===== src/rtl/masked_pkg.sv =====
// Shared types and constants for the masked half-word collector and its join stage.
package masked_pkg;

    typedef enum logic [1:0] {
        EMPTY   = 2'd0,
        HAVE_LO = 2'd1,
        FULL    = 2'd2
    } collect_state_t;

    // Index into the two-entry half bank: low half is entry 0, high half entry 1.
    localparam logic LO_HALF = 1'b0;
    localparam logic HI_HALF = 1'b1;

endpackage : masked_pkg


===== src/rtl/masked_join_bv.sv =====
// Joins a low/high half bank into full-width share vectors, high half in upper bits.
module masked_join_bv
    import masked_pkg::*;
#(
    parameter  int unsigned NUM_SHARES = 2,
    parameter  int unsigned HALF_WIDTH = 15,
    localparam int unsigned BIT_WIDTH  = 2 * HALF_WIDTH
) (
    input  logic [1:0][NUM_SHARES-1:0][HALF_WIDTH-1:0] in_halves,
    output logic [NUM_SHARES-1:0][BIT_WIDTH-1:0]       out_b
);

    // Each share is concatenated on its own; shares never interact.
    for (genvar s = 0; s < NUM_SHARES; s++) begin : g_share
        assign out_b[s] = {in_halves[HI_HALF][s], in_halves[LO_HALF][s]};
    end

endmodule : masked_join_bv


===== src/rtl/masked_half_collect.sv =====
// Serial-to-parallel collector: two half-width masked words in, one joined word out.
// Optional MASKED_COLLECT_CLEAR_EN wipes the half bank on consume and gates out_b with out_valid.
module masked_half_collect
    import masked_pkg::*;
#(
    parameter  int unsigned NUM_SHARES = 2,
    parameter  int unsigned HALF_WIDTH = 15,
    localparam int unsigned BIT_WIDTH  = 2 * HALF_WIDTH
) (
    input  logic                                 in_clock,
    input  logic                                 in_reset,
    input  logic [NUM_SHARES-1:0][HALF_WIDTH-1:0] in_a,
    input  logic                                 in_valid,
    output logic                                 out_ready,
    output logic [NUM_SHARES-1:0][BIT_WIDTH-1:0]  out_b,
    output logic                                 out_valid,
    input  logic                                 in_ready
);

    collect_state_t                         state_q, state_d;
    logic [NUM_SHARES-1:0][HALF_WIDTH-1:0]  lo_q, lo_d;
    logic [NUM_SHARES-1:0][HALF_WIDTH-1:0]  hi_q, hi_d;
    logic                                   out_valid_q, out_valid_d;
    logic                                   accept_c;
    logic                                   consume_c;
    logic [1:0][NUM_SHARES-1:0][HALF_WIDTH-1:0] half_bank_c;

    // Ready passes in_ready straight through while a word is held, so streaming costs no bubble.
    assign out_ready = !in_reset && ((state_q != FULL) || in_ready);
    assign accept_c  = in_valid && out_ready;
    assign consume_c = out_valid_q && in_ready;

    always_comb begin
        state_d = state_q;
        lo_d    = lo_q;
        hi_d    = hi_q;

        unique case (state_q)
            EMPTY: begin
                if (accept_c) begin
                    lo_d    = in_a;
                    state_d = HAVE_LO;
                end
            end
            HAVE_LO: begin
                if (accept_c) begin
                    hi_d    = in_a;
                    state_d = FULL;
                end
            end
            FULL: begin
                if (consume_c) begin
`ifdef MASKED_COLLECT_CLEAR_EN
                    lo_d = '0;
                    hi_d = '0;
`endif
                    state_d = EMPTY;
                    if (accept_c) begin
                        lo_d    = in_a;
                        state_d = HAVE_LO;
                    end
                end
            end
            default: begin
                state_d = EMPTY;
            end
        endcase

        out_valid_d = (state_d == FULL);
    end

    always_ff @(posedge in_clock) begin
        if (in_reset) begin
            state_q     <= EMPTY;
            lo_q        <= '0;
            hi_q        <= '0;
            out_valid_q <= 1'b0;
        end else begin
            state_q     <= state_d;
            lo_q        <= lo_d;
            hi_q        <= hi_d;
            out_valid_q <= out_valid_d;
        end
    end

`ifdef MASKED_COLLECT_CLEAR_EN
    // Shares only reach the output while a complete word is presented.
    for (genvar s = 0; s < NUM_SHARES; s++) begin : g_gate
        assign half_bank_c[LO_HALF][s] = out_valid_q ? lo_q[s] : '0;
        assign half_bank_c[HI_HALF][s] = out_valid_q ? hi_q[s] : '0;
    end
`else
    assign half_bank_c = {hi_q, lo_q};
`endif

    masked_join_bv #(
        .NUM_SHARES (NUM_SHARES),
        .HALF_WIDTH (HALF_WIDTH)
    ) u_join (
        .in_halves (half_bank_c),
        .out_b     (out_b)
    );

    assign out_valid = out_valid_q;

endmodule : masked_half_collect


===== config.mk =====
export PLATFORM = sky130hd
export DESIGN_NAME = masked_half_collect
export DESIGN_NICKNAME = d
export VERILOG_FILES = /design/src/rtl/masked_pkg.sv /design/src/rtl/masked_join_bv.sv /design/src/rtl/masked_half_collect.sv
export SDC_FILE = /design/constraint.sdc
export NUM_CORES = 1
export LEC_CHECK = 0
export CORE_MARGIN = 2
export CORE_UTILIZATION = 49
export CTS_CLUSTER_DIAMETER = 80
export DETAILED_ROUTE_END_ITERATION = 8
export PLACE_DENSITY_LB_ADDON = 0.3
export SLEW_MARGIN = 5
export SYNTH_ARGS = -nofsm -noshare
export SYNTH_HDL_FRONTEND = slang
export SYNTH_HIERARCHICAL = 1
export SYNTH_SLANG_ARGS = --single-unit

===== constraint.sdc =====
create_clock -name in_clock -period 3.2 [get_ports in_clock]
set_input_delay 0.64 -clock in_clock [delete_from_list [all_inputs] [get_ports in_clock]]
set_output_delay 0.64 -clock in_clock [all_outputs]
set_load 0.05 [all_outputs]

==> run summary, run 1 <==
The number of nets in the finished design was 410; the post-cts hold buffer count was 0. Clock tree synthesis inserted a total of 9 buffers. The cell count of the worst hold path came out at 2. For the initial antenna violation count, the log shows 0. Global routing met1 resource utilization: 27.3%.

In this run the vertical extent of the chip is 80.2 µm. The total inserted antenna cells was 0. Kind of path behind the tightest hold check: flip-flop to flip-flop.

Among all stages on the critical path, the largest delay is contributed by sky130_fd_sc_hd__clkdlybuf4s50_1. The setup path with the least slack is of type input pin to output pin. The filler cells instantiated in the layout total 486. The tools report the total track usage as 22.3%. For the via count of the first global-routing pass, the log shows 2270.

The final max-slew violation count came out at 0. Combinational logic burns 19.9% of the power. Along the worst path, the maximum fanout reaches 14.

The remaining max-slew budget at the tightest pin is 33.4%, and the initial standard-cell utilization of the core is 51.1%. The mapped netlist covers 2850 µm². In this run the core area contains 27 standard-cell rows. After technology mapping, the gate count stands at 348. Dividing the detail-routed via count by the number of cells gives 5.39. Horizontal die dimension: 80.2 µm. Timing would allow up to 411 MHz. The tools report the global-route wire length before repair as 11.0 mm. The period utilization is 76.0%. In this run the tool buffered the top-level ports with 95 buffer cells. The final-layout setup total negative slack came out at 0 ps.

Traced cell by cell, the critical path runs through clkdlybuf4s50_1 -> buf_4 -> a31oi_1 -> buf_12. STA classifies the critical path startpoint as an input pin. At the placement stage, the worst setup path has a slack of 750 ps.

The tools report the data required time at the worst endpoint as 2560 ps. The number of flops mapped to enable cells by yosys came out at 0. In the routed design, unresolved DRC markers number 0. The clock network is responsible for 34.3% of the overall power.

The net switching power of the design was 0.536 mW. The setup slack on the worst flop-to-flop path was 1400 ps. The launching point of the worst reg2reg path was state_q[0]. In this run, placement finished with an instance count of 437.

The tools report the net count of the mapped netlist as 382. The portion of total power attributed to sequential cells was 45.9%; the arrival time at the worst endpoint was 1790 ps. The most used flip-flop cell after synthesis is sky130_fd_sc_hd__dfxtp_1. Measured in cells, the most critical reg-to-reg path has a length of 4. For the sequential standard cell area, the log shows 1260 µm². Once the clock tree was built, the setup fixing pass inserted 0 buffers. The tools report the capture endpoint of the worst hold path as half_bank_c[34]. Setup repair after global routing left no endpoint under its margin. TritonCTS built the clock tree. In this design, the largest share of critical-path delay is due to buffers and inverters. The most frequently used cell type in the post-synthesis netlist was sky130_fd_sc_hd__nand2_1.

Dividing total power by cell area gives a power density of 516 nW/µm². The remaining number of nets flagged by the antenna check after routing is 0, and the fraction of met2 tracks used by global routing is 35.8%. The area growth from synthesis to layout is 26.0%. The largest net degree at the start of global routing was 32. The run gives 6.83 mm as the final wirelength.

The power after layout is 1.85 mW. The maximum single-stage delay on the critical path came out at 440 ps. The total grt overflow came out at 0. Counting flops with an async set or reset pin after synthesis yields a share of 0%. The number of ports placed on the die boundary was 96. The library cell with the largest summed area after synthesis was sky130_fd_sc_hd__dfxtp_1. The congestion estimate from routability-driven global placement came to 0.718. The area of the core is 5570 µm². By area the synthesized netlist is led by sky130_fd_sc_hd__dfxtp_1, sky130_fd_sc_hd__buf_4, sky130_fd_sc_hd__nand2_1, sky130_fd_sc_hd__o311ai_1, sky130_fd_sc_hd__a21oi_1. Excluding fillers, the count of instances in the completed layout stands at 451. The worst setup path is captured at an output pin. The tool flagged a number of max-cap violations equal to 0. Synthesis inferred 63 register bits. The clock period could shrink to 2430 ps.

The total area of multi-input combinational cells came out at 1000 µm². Once detailed placement completed, the half-perimeter wirelength came to 4.56 mm. The fraction of final layout cells sized beyond drive strength 1 came out at 7.65%.

CTS saw 63 sinks. The commonest cells after synthesis are sky130_fd_sc_hd__nand2_1, sky130_fd_sc_hd__buf_4, sky130_fd_sc_hd__dfxtp_1, sky130_fd_sc_hd__a21oi_1. The count of different cell masters after synthesis was 18. The analysis attributes to cell leakage a power of 1.39 nW. The endpoint identified for the worst register-to-register timing path is half_bank_c[51]. After layout, the worst setup slack is 767 ps. Clock-pin slew on the worst setup and hold paths: 70 ps. In this run the mean area of a mapped cell was 8.18 µm². Violation count after the first detailed-route iteration: 139.

For the clock network latency to the later pin of the worst-skew pair, the log shows 330 ps. After detailed routing, the average wire length per cell comes to 15.1 µm. The flow ran to the end, and the final reports show no timing, DRC or antenna violations. The post-cts resize count came out at 0. Sequential elements use 44.3% of the synthesized area. IR analysis of the VDD net gives a maximum drop of 0.344 mV.

Setup violations remaining at the end of the flow were counted as 0. The count of buffering cells on the critical path with inverters included is 3, and the top cell type's share of synthesized area is 44.3%. On the final layout, the worst clock skew is 3.38 ps. The tree is rooted in a sky130_fd_sc_hd__clkbuf_8.

The final hold violation count is 0. Net switching is 29.0% of the power. At the pin with the least slew margin, the transition time is 998 ps. The tools report the area of the die as 6440 µm². Final hold analysis gives a worst-case slack of 455 ps. The clock tree synthesis step divided the H-tree into 3 levels. The longest clock path from root to sink contains 2 buffers.

For met3 alone, demand over resource in global routing was 6.18%. The worst hold path begins at half_bank_c[34]. The length of the first detailed-routing pass in iterations is 4. The tools report the cell internal power dissipation as 1.31 mW. Most heavily used metal layer in global routing: met2. The run gives 2431 as the vias after detailed routing.

Yosys printed 6 warnings.
==> state kept, by name, indices dropped and copies added, names as in the netlist <==
name         cells
state_q          2
out_valid        1
half_bank_c     60
==> layer usage <==
| metal | vias to the layer above | part of all wire (%) |
|---|---|---|
| met2 | 95 | 50 |
| met4 | 0 | 2.1 |
| met1 | 1138 | 41 |
| li1 | 1186 | - |
| met5 | - | 0 |
| met3 | 12 | 7.1 |
==> per-stage QoR <==
step / cell area (µm²) / utilization, %
final: 3590 / 64.4
after global routing: 3590 / 64.4
after CTS: 3590 / 64.4
after detailed placement: 3400 / 61.1
after global placement: 3400 / 61.1
after floorplan: 2850 / -
==> tightest hold or removal path, delay by kind of cell, from the launching register on <==
kind	cells	cell delay, ps
compound gates	1	50
flops	1	310
simple gates	1	50
==> layout by cell type, fill, tap and decap left out, drive strengths merged <==
cell type,count
a21boi,1
and4bb,1
a21bo,1
a21oi,32
nand4bb,1
a31oi,2
nand3,30
buf,11
dfxtp,63
nand2,91
nor3b,2
or3,1
clkbuf,14
o311ai,30
nor2,1
inv,4
clkdlybuf4s50,94
==> power by group through the flow <==
stage               combinational, mW  sequential (mW)  clock [mW]
finish                          0.367            0.848       0.634
global route                    0.388            0.852       0.695
CTS                             0.369            0.848       0.650
detailed placement              0.367            0.865           0
global placement                0.364            0.865           0
floorplan                       0.271            0.859           0
==> logic make-up after synthesis <==
logic type | synth area share [%]
flops | 44.3
compound gates | 16.0
buf+inv | 20.7
simple gates | 19.0
==> area by class of cell <==
cell class | instances | area share [%]
multi-input cells | 193 | 27.9
clock buffers | 14 | 5.09
well taps | 72 | 2.51
inverters | 4 | 0.419
flip-flops and latches | 63 | 35.2
repair buffers | 105 | 28.9
==> how the worst max path moves through the flow <==
stage | to | startpoint | slack (ps) | cells after the start
floorplan | out_ready | in_reset | 960 | 2
global placement | out_ready | in_reset | 760 | 4
detailed placement | out_ready | in_reset | 750 | 4
CTS | out_ready | in_reset | 750 | 4
global route | out_ready | in_reset | 720 | 4
finish | out_ready | in_reset | 770 | 4
Note: power is estimated with default switching activity, not from simulation.
==> run 2, diff against run 1 <==
--- a/config.mk
+++ b/config.mk
@@ -6,7 +6,7 @@
 export NUM_CORES = 1
 export LEC_CHECK = 0
 export CORE_MARGIN = 2
-export CORE_UTILIZATION = 49
+export CORE_UTILIZATION = 41
 export CTS_CLUSTER_DIAMETER = 80
 export DETAILED_ROUTE_END_ITERATION = 8
 export PLACE_DENSITY_LB_ADDON = 0.3
==> constraint.sdc (replaced) <==
create_clock -name in_clock -period 2.2 [get_ports in_clock]
set_input_delay 0.44 -clock in_clock [delete_from_list [all_inputs] [get_ports in_clock]]
set_output_delay 0.44 -clock in_clock [all_outputs]
set_load 0.05 [all_outputs]
==> run summary, run 2 (synthesis gave the netlist of run 1 again) <==
The switching power share of the total came out at 28.6% (-0.42 points). The capture endpoint of the worst hold path was half_bank_c[58]. Kind of path behind the tightest hold check: flip-flop to flip-flop.

The portion of total power attributed to the clock network is 36.9% (+2.6 points). The horizontal die dimension works out to 87.3 µm (+8.9%). The most critical setup path has its startpoint at out_valid. The number of nets in the finished design is 414 (+0.98%).

The total grt overflow is 0 (unchanged), and the count of buffering cells on the critical path with inverters included is 1 (-2). The max capacitance violation total was 0 (unchanged); the clock-pin slew on the worst setup and hold paths was 60 ps (about the same). The DRC violations left is 0 (unchanged), and the fraction of final layout cells sized beyond drive strength 1 is 9.09% (+1.4 points). The global routing met1 resource utilization was 24.8% (-2.6 points); the number of placed instances, taps included was 449 (+2.7%). The cell count of the worst hold path is 2 (unchanged). The signal on the critical path passes through clkdlybuf4s50_1. The logs give 0 (unchanged) for the final hold violation count and 4.64% (-1.5 points) for the met3 layer usage reported by global route. The portion of total power attributed to sequential cells is 43.8% (-2.1 points), and the number of cells traversed by the worst register-to-register path is 4 (unchanged). Launching point of the worst reg2reg path: state_q[1]. Critical setup path kind: flip-flop to output pin. The initial standard-cell utilization of the core is 42.1% (-8.9 points).

Global-route wire length before repair: 10.7 mm (-3.0%). The number of ports placed on the die boundary was 96 (unchanged). For the setup violation total in the final timing report, the log shows 0 (unchanged).

The tools report the final instance count without filler cells as 465 (+3.1%). The worst-path cell with the longest stage delay was sky130_fd_sc_hd__clkdlybuf4s50_1. The measured slew at the worst slew-check pin works out to 883 ps (-115 ps). The smallest clock period supported by the final layout is computed as 2000 ps. The remaining number of nets flagged by the antenna check after routing is 0 (unchanged), and the number of placement rows is 30 (+11%). The vias after detailed routing is 2373 (-2.4%). The tools report the kind of launch point of the worst setup path as a flip-flop.

The tools report the worst-case clock buffer depth as 2 (unchanged). The mean number of vias per cell is 5.10 (-5.3%). The total track usage is 18.1% (-4.2 points), and the final-layout setup total negative slack is 0 ps (unchanged). Remaining max-slew budget at the tightest pin: 41.1% (+7.7 points). In this run the most used layer during global routing was met2. Of the available clock period, the critical path in the final layout requires 90.8%. STA classifies the critical path endpoint as an output pin. The tools report the worst supply voltage drop on vdd as 0.325 mV (-5.8%). Leaving out fill and tap cells, the most frequent cells in the layout are sky130_fd_sc_hd__clkdlybuf4s50_1, sky130_fd_sc_hd__nand2_1, sky130_fd_sc_hd__dfxtp_1, sky130_fd_sc_hd__a21oi_1.

The post-cts hold buffer count was 0 (unchanged); the height of the chip was 87.3 µm (+8.9%). The number of buffers created by CTS was 9 (unchanged); the area of the die was 7630 µm² (+18%). For the initial antenna violation count, the log shows 0 (unchanged). The tools report the via count of the first global-routing pass as 2137 (-5.9%). Terminus of the critical flop-to-flop path: half_bank_c[22]. Derived from the worst setup path, the maximum achievable clock frequency is 500 MHz.

The count of buffers from port buffering was 95 (unchanged); the clock network latency to the later pin of the worst-skew pair was 340 ps (about the same). The share of total power in combinational logic was 19.2% (-0.7 points); the net switching power of the design was 0.803 mW (+50%). For the final worst clock skew, the log shows 6.25 ps (+2.87 ps).

The setup slack on the worst flop-to-flop path was 740 ps (-660 ps). The run finished with clean final reports. The logs give 32 (unchanged) for the largest net degree at the start of global routing and 27.1% (-8.6 points) for the fraction of met2 tracks used by global routing. For the total inserted antenna cells, the log shows 0 (unchanged).

The power after layout was 2.81 mW (+52%). In this design, the largest share of critical-path delay is due to buffers and inverters. Setup repair after global routing left no endpoint under its margin. The cell internal power dissipation is 2.01 mW (+53%), and the length of the first detailed-routing pass in iterations is 4 (unchanged). Flip-flop count of the largest register, all copies and words added: 60 (unchanged). From synthesis to final layout, the design area changed by 28.3%.

TritonCTS built the clock tree. The commonest non-fill, non-tap cell in the layout is sky130_fd_sc_hd__clkdlybuf4s50_1. For the area of the core, the log shows 6760 µm² (+21%).

The tools report the data required time at the worst endpoint as 1760 ps (-800 ps). The tools report the cell at the root of the clock tree as sky130_fd_sc_hd__clkbuf_8. The worst hold slack after final layout came out at 453 ps (-1.70 ps). The maximum single-stage delay on the critical path was 840 ps (+400 ps). The final max-slew violation count is 0 (unchanged), and the violation count after the first detailed-route iteration is 77 (-45%).

The half-perimeter wire length after detailed placement is 4.71 mm (+3.2%). The arrival time at the worst endpoint was 1560 ps (-230 ps); the post-cts resize count was 0 (unchanged). The peak fanout along the critical path is 3 (-11), and the routability congestion estimate is 0.750 (+4.4%). The static power due to leakage came out at 1.43 nW (+2.6%).

The cell area power density came out at 769 nW/µm² (+49%). The tools report the number of buffers added for setup after CTS as 0 (unchanged). The number of clock sinks seen by CTS is 63 (unchanged).

The final routed wire length divided by cell count was 14.6 µm (-3.8%). The final wirelength was 6.77 mm (-0.78%). The worst hold path begins at half_bank_c[58].

The number of H-tree levels came out at 3 (unchanged).
-- run 2: cell types whose count changed in the layout (fill, tap and decap cells not counted), sizes merged --
cell	delta
buf	+4
clkinv	+2
bufinv	+1
clkbuf	-1
-- run 2: metrics by stage --
step	util (%)	setup slack, ps	area, µm²
floorplan	-	356	2850
global placement	51.0	164	3440
detailed placement	51.0	149	3440
CTS	54.1	200	3650
global route	54.1	159	3650
finish	54.1	201	3650
-- run 2: area by class of cell --
class                   count  area, µm²
clock buffers              13        169
clock inverters             3       40.0
fillers                   637       3100
inverters                   4       15.0
multi-input cells         193       1000
flip-flops and latches     63       1260
well taps                  80        100
repair buffers            109       1070
-- run 2: power groups by stage --
stage          combinational (mW)  clock [mW]  sequential (mW)
3_3_place_gp                0.539           0             1.26
4_1_cts                     0.543        1.06             1.23
2_1_floorplan               0.395           0             1.25
3_5_place_dp                0.541           0             1.26
5_1_grt                     0.572        1.12             1.24
6_report                    0.540        1.04             1.23
-- run 2: layer usage --
metal | vias to the layer above | share of wire [%]
met5 | - | 0
met4 | 0 | 1.7
met3 | 10 | 4.9
met2 | 63 | 45
met1 | 1105 | 48
li1 | 1195 | -
-- run 2: worst max path at each step --
stage / end / slack (ps) / cells after the start
3_3_place_gp: out_ready / 160 / 4
4_1_cts: out_valid / 200 / 1
5_1_grt: out_valid / 160 / 1
3_5_place_dp: half_bank_c[21] / 150 / 4
6_report: out_valid / 200 / 1
2_1_floorplan: out_ready / 360 / 2
